`src/rtl/eth_phy_10g_rx_block_lock.sv`:
```
// 10GBASE-R receive block-lock and high-BER supervisor.
// It watches each 66b sync header, hunts for alignment with SERDES bitslip, and flags excess header errors.
module eth_phy_10g_rx_block_lock #(
  parameter int BITSLIP_HIGH_CYCLES = 1,
  parameter int BITSLIP_LOW_CYCLES  = 8,
  parameter int COUNT_125US         = 19531
) (
  input  logic       rx_clk,
  input  logic       rx_rst,
  input  logic [1:0] serdes_rx_hdr,
  output logic       serdes_rx_bitslip,
  output logic       rx_block_lock,
  output logic       rx_high_ber
);

  localparam int TIME_W   = $clog2(COUNT_125US + 1);
  localparam int SLIP_MAX = (BITSLIP_HIGH_CYCLES > BITSLIP_LOW_CYCLES) ?
                            BITSLIP_HIGH_CYCLES : BITSLIP_LOW_CYCLES;
  localparam int SLIP_W   = (SLIP_MAX > 1) ? $clog2(SLIP_MAX) : 1;

  localparam logic [TIME_W-1:0] TIME_RELOAD = TIME_W'(COUNT_125US);
  localparam logic [TIME_W-1:0] TIME_ONE    = TIME_W'(1);
  localparam logic [SLIP_W-1:0] HIGH_LOAD   = SLIP_W'(BITSLIP_HIGH_CYCLES - 1);
  localparam logic [SLIP_W-1:0] LOW_LOAD    = SLIP_W'(BITSLIP_LOW_CYCLES - 1);
  localparam logic [SLIP_W-1:0] SLIP_ONE    = SLIP_W'(1);

  typedef enum logic [1:0] {
    SLIP_IDLE = 2'd0,
    SLIP_HIGH = 2'd1,
    SLIP_LOW  = 2'd2
  } slip_phase_t;

  slip_phase_t       slip_phase_q, slip_phase_d;
  logic [SLIP_W-1:0] slip_count_q, slip_count_d;
  logic [5:0]        sh_count_q, sh_count_d;
  logic [3:0]        sh_invalid_count_q, sh_invalid_count_d;
  logic              lock_q, lock_d;
  logic              bitslip_q, bitslip_d;
  logic [3:0]        ber_count_q, ber_count_d;
  logic [TIME_W-1:0] time_count_q, time_count_d;
  logic              high_ber_q, high_ber_d;
  logic              hdr_valid;

  assign hdr_valid = serdes_rx_hdr[1] ^ serdes_rx_hdr[0];

  // Frame sync and slip sequencing; headers are only evaluated while no slip is in flight.
  always_comb begin
    slip_phase_d       = slip_phase_q;
    slip_count_d       = slip_count_q;
    sh_count_d         = sh_count_q;
    sh_invalid_count_d = sh_invalid_count_q;
    lock_d             = lock_q;
    bitslip_d          = 1'b0;
    case (slip_phase_q)
      SLIP_IDLE: begin
        if (hdr_valid) begin
          if (sh_count_q == 6'd63) begin
            sh_count_d         = 6'd0;
            sh_invalid_count_d = 4'd0;
            if (sh_invalid_count_q == 4'd0) begin
              lock_d = 1'b1;
            end else begin
              lock_d = lock_q;
            end
          end else begin
            sh_count_d = sh_count_q + 6'd1;
          end
        end else if (!lock_q || (sh_invalid_count_q == 4'd15)) begin
          sh_count_d         = 6'd0;
          sh_invalid_count_d = 4'd0;
          lock_d             = 1'b0;
          slip_phase_d       = SLIP_HIGH;
          slip_count_d       = HIGH_LOAD;
          bitslip_d          = 1'b1;
        end else if (sh_count_q == 6'd63) begin
          sh_count_d         = 6'd0;
          sh_invalid_count_d = 4'd0;
        end else begin
          sh_count_d         = sh_count_q + 6'd1;
          sh_invalid_count_d = sh_invalid_count_q + 4'd1;
        end
      end
      SLIP_HIGH: begin
        if (slip_count_q == '0) begin
          if (BITSLIP_LOW_CYCLES == 0) begin
            slip_phase_d = SLIP_IDLE;
          end else begin
            slip_phase_d = SLIP_LOW;
            slip_count_d = LOW_LOAD;
          end
        end else begin
          slip_count_d = slip_count_q - SLIP_ONE;
          bitslip_d    = 1'b1;
        end
      end
      SLIP_LOW: begin
        if (slip_count_q == '0) begin
          slip_phase_d = SLIP_IDLE;
        end else begin
          slip_count_d = slip_count_q - SLIP_ONE;
        end
      end
      default: begin
        slip_phase_d = SLIP_IDLE;
      end
    endcase
  end

  // BER window: free-running 125 us timer; expiry clears high_ber unless the 16th error lands on it.
  always_comb begin
    ber_count_d  = ber_count_q;
    high_ber_d   = high_ber_q;
    time_count_d = time_count_q;
    if (time_count_q == '0) begin
      time_count_d = TIME_RELOAD;
      ber_count_d  = 4'd0;
      high_ber_d   = !hdr_valid && (ber_count_q == 4'd15);
    end else begin
      time_count_d = time_count_q - TIME_ONE;
      if (!hdr_valid) begin
        if (ber_count_q == 4'd15) begin
          high_ber_d = 1'b1;
        end else begin
          ber_count_d = ber_count_q + 4'd1;
        end
      end else begin
        ber_count_d = ber_count_q;
      end
    end
  end

  // State registers with synchronous reset.
  always_ff @(posedge rx_clk) begin
    if (rx_rst) begin
      slip_phase_q       <= SLIP_IDLE;
      slip_count_q       <= '0;
      sh_count_q         <= 6'd0;
      sh_invalid_count_q <= 4'd0;
      lock_q             <= 1'b0;
      bitslip_q          <= 1'b0;
      ber_count_q        <= 4'd0;
      time_count_q       <= TIME_RELOAD;
      high_ber_q         <= 1'b0;
    end else begin
      slip_phase_q       <= slip_phase_d;
      slip_count_q       <= slip_count_d;
      sh_count_q         <= sh_count_d;
      sh_invalid_count_q <= sh_invalid_count_d;
      lock_q             <= lock_d;
      bitslip_q          <= bitslip_d;
      ber_count_q        <= ber_count_d;
      time_count_q       <= time_count_d;
      high_ber_q         <= high_ber_d;
    end
  end

  assign serdes_rx_bitslip = bitslip_q;
  assign rx_block_lock     = lock_q;
  assign rx_high_ber       = high_ber_q;

endmodule

```
`config.mk`:
```
export PLATFORM = sky130hd
export DESIGN_NAME = eth_phy_10g_rx_block_lock
export DESIGN_NICKNAME = d
export VERILOG_FILES = /design/src/rtl/eth_phy_10g_rx_block_lock.sv
export SDC_FILE = /design/constraint.sdc
export NUM_CORES = 1
export LEC_CHECK = 0
export ABC_AREA = 1
export BUFFER_PORTS_ARGS = -buffer_cell sky130_fd_sc_hd__clkbuf_2
export CAP_MARGIN = 20
export CORE_MARGIN = 2
export CORE_UTILIZATION = 55
export DETAILED_ROUTE_END_ITERATION = 7
export PLACE_DENSITY = 0.72
export SETUP_SLACK_MARGIN = 0.05
export SLEW_MARGIN = 0
export SYNTH_ARGS = -nofsm -noshare
export SYNTH_HDL_FRONTEND = slang
export SYNTH_SLANG_ARGS = --single-unit
```
`constraint.sdc`:
```
create_clock -name rx_clk -period 1.3 [get_ports rx_clk]
set_input_delay 0.065 -clock rx_clk [delete_from_list [all_inputs] [get_ports rx_clk]]
set_output_delay 0.065 -clock rx_clk [all_outputs]
set_load 0.02 [all_outputs]
```
==> summary.txt <==
Global routing
  – Largest net degree at the start of global routing: 12
  – First-pass GRT wire length: 7490 µm
  – Grt total ovfl: 0
  – Initial antenna violation count: 0
  – GRT Overall Usage: 22.5%
  – Vias in the first global route: 1701

Finish
  – Layout area overhead: 36.0%
  – Register area: 771 µm²
  – Nets: 364
  – Multi-input logic area: 1420 µm²
  – Share of cells above drive strength 1: 37.4%
  – Fill count: 243
  – ANT cells: 0

Drt
  – Antenna Violating Nets Remaining: 0
  – Vias: 2047
  – DRT Wirelength: 5130 µm
  – DR vias/cell: 5.14
  – Wire length per cell: 12.9 µm
  – Drt pass-1 iters: 4
  – Drt drc: 0
  – DR iter-0 viols: 143

STA
  – Skew final: 0.00764 ns
  – Max Clk Rate: 754 MHz
  – RSZ-0062 raised after global routing: yes
  – Fin crit share: 102%
  – Pins over their slew limit: 0
  – Final Critical Period: 1.33 ns
  – Slew @ Worst Pin: 0.346 ns
  – Final hold vios: 0
  – Final setup vio count: 1
  – Worst setup margin: -0.0267 ns
  – Rel. slew slack: 76.9%

Clocking
  – Bufs on Longest Clock Path: 2
  – Num CTS Buffers: 5
  – Root Driver: clkbuf_8
  – Clock tree sinks: 37
  – H-tree levels: 2
  – CTS tree: yes
  – Worst-path clk slew: 0.08 ns
  – CTS Hold Bufs: 0
  – Worst-Skew Late Latency: 0.29 ns

Setup path
  – Crit Path Max Fanout: 3
  – CP Class: reg -> reg
  – Crit path largest cell delay: 0.40 ns
  – Worst r2r path cells: 7
  – CP Depth: 7
  – Crit-path slowest cell: dfxtp_4
  – CP Capture Type: register
  – Startpoint class of the critical path: register
  – Crit path cell chain: inv_4 > ha_4 > or2_4 > nand2_4 > nand3_4 > nor2_2 > nor2_1
  – Critical path buffer and inverter count: 1
  – Worst path required time: 1.49 ns
  – Critical path's top delay family: simple AND/OR/NAND/NOR gates
  – CP Data Arrival Time: 1.52 ns

Synth
  – Synthesized Nets: 322
  – Synthesis-stage register bit count: 37
  – Synthesized cell area: 2080 µm²
  – Synth cell types: 23
  – Ys flop type: dfxtp_1
  – Async S/R FF share, synth: 0%
  – Syn Inst Count: 307
  – Synth Area per Inst: 6.79 µm²
  – Post-synthesis sequential area ratio: 35.5%
  – Yosys synthesis warning count: 0
  – EDFF count, synth: 0

Die
  – Die Ht: 65.6 µm
  – Row count: 22
  – Die area: 4300 µm²
  – Top-level port count: 7
  – Initial Util: 56.9%
  – Core area: 3660 µm²
  – Die width: 65.6 µm

Place
  – Placer Congestion: 0.862
  – DP HPWL: 3020 µm
  – Pre-CTS setup slack: -0.0538 ns
  – Port-buffer cells: 6

Run status
  – Failing checks: setup timing
  – Outcome: finished, violations left

Flow run
  – Max-Cap Viols: 0

Power
  – Power per Cell Area: 1610 nW/µm²
  – Peak supply drop: 1150 µV
  – Static Leakage: 1.27 nW
  – Overall Power: 0.00458 W

Worst hold path
  – WHS Path Cells: 3
  – Class of the worst hold path: in -> reg
[power by group]
part / switching, W / internal (W)
registers: 0.000160 / 0.00131
logic: 0.00115 / 0.000901
clock network: 0.000426 / 0.000626
total: 0.00174 / 0.00284
[timing repair]
action,4_1_cts,5_1_grt
pin swaps,9,25
cloned,0,1
endpoints found under the setup margin,29,36
setup buffers,6,6
resized for setup,24,58
[path summary, 6_finish.rpt]
| path | from | endpoint | slack, ns |
|---|---|---|---|
| min reg2reg | time_count_q[14]$_SDFF_PP1_ | time_count_q[14]$_SDFF_PP1_ | 0.48 |
| min | rx_rst | sh_count_q[3]$_SDFFE_PP0P_ | 0.11 |
| max | slip_phase_q[1]$_SDFFE_PP0P_ | slip_phase_q[1]$_SDFFE_PP0P_ | -0.03 |
| max reg2reg | slip_phase_q[1]$_SDFFE_PP0P_ | slip_phase_q[1]$_SDFFE_PP0P_ | -0.03 |
[worst min-delay path, delay by kind of cell]
family | cells | cell delay, ns
buffers and inverters | 2 | 0.26
AOI/OAI and AO/OA | 1 | 0.05
[placed cells by master (no fill, tap or decap), drive strengths merged]
master | Yosys | layout
nand3b | 3 | 3
o21ai | 4 | 4
xnor2 | 1 | 1
dfxtp | 37 | 37
a21oi | 21 | 21
nand4 | 4 | 4
inv | 40 | 40
buf | 4 | 32
nor3 | 2 | 2
xor2 | 4 | 4
ha | 11 | 11
nand2 | 93 | 93
or2 | 5 | 5
nand3 | 28 | 28
nor2 | 50 | 50
bufinv | 0 | 1
clkbuf | 0 | 14
[sequential cells by signal, summed over array words and instances, names as in the netlist]
register            count
rx_block_lock           1
rx_high_ber             1
serdes_rx_bitslip       1
ber_count_q             4
slip_phase_q            2
sh_invalid_count_q      4
sh_count_q              6
time_count_q           15
slip_count_q            3
[cells by family after synthesis]
| family | after synthesis | share of synthesized area [%] |
|---|---|---|
| AOI/OAI and AO/OA | 25 | 8.16 |
| xor gates and xnor gates | 5 | 2.10 |
| adders and majority gates | 11 | 6.60 |
| buffers and inverters | 44 | 8.46 |
| DFF | 37 | 35.5 |
| and+or+nand+nor | 185 | 39.1 |
[synthesized netlist by cell type (2+ instances only)]
cell type  instances  area, µm²
nand4_1            4       25.0
a21oi_4            2       32.5
nand2_1           88        330
inv_1             40        150
nand3_1           25        125
or2_2              4       25.0
nor2_1            45        169
nor2_4             2       22.5
ha_1              11        138
nor3_1             2       10.0
nand3b_1           3       22.5
a21oi_2            6       52.6
nand3_2            3       30.0
buf_2              3       15.0
xor2_1             4       35.0
a21oi_1           13       65.1
nor2_2             3       18.8
dfxtp_1           37        741
o21ai_0            4       20.0
nand2_2            5       31.3
[metrics by stage]
stage	area, µm²	std cells	hold slack (ns)	utilization [%]	setup TNS [ns]
finish	2840	398	0.114	77.4	-0.0267
global route	2840	398	0.122	77.4	-0.558
CTS	2570	391	0.115	70.1	0
detailed placement	2330	377	0.393	63.6	-0.282
global placement	2330	377	0.373	63.6	-0.0139
floorplan	2100	307	0.320	-	0
[final cells by class]
class	count	share of cell area, %
multi-input cells	226	50.0
flip-flops and latches	37	27.2
repair buffers	39	11.1
inverters	40	5.47
clock buffers	7	3.05
well taps	48	2.12
clock inverters	1	1.06
[layer usage]
layer  track usage, %  vias up  part of all wire [%]
met4             7.81        0                  0.92
met2             36.2       40                    50
met5                0        -                     0
li1                 -     1039                     -
met1             29.7      961                    45
met3             5.14        7                   3.6
(Power assumes the default switching activity.)
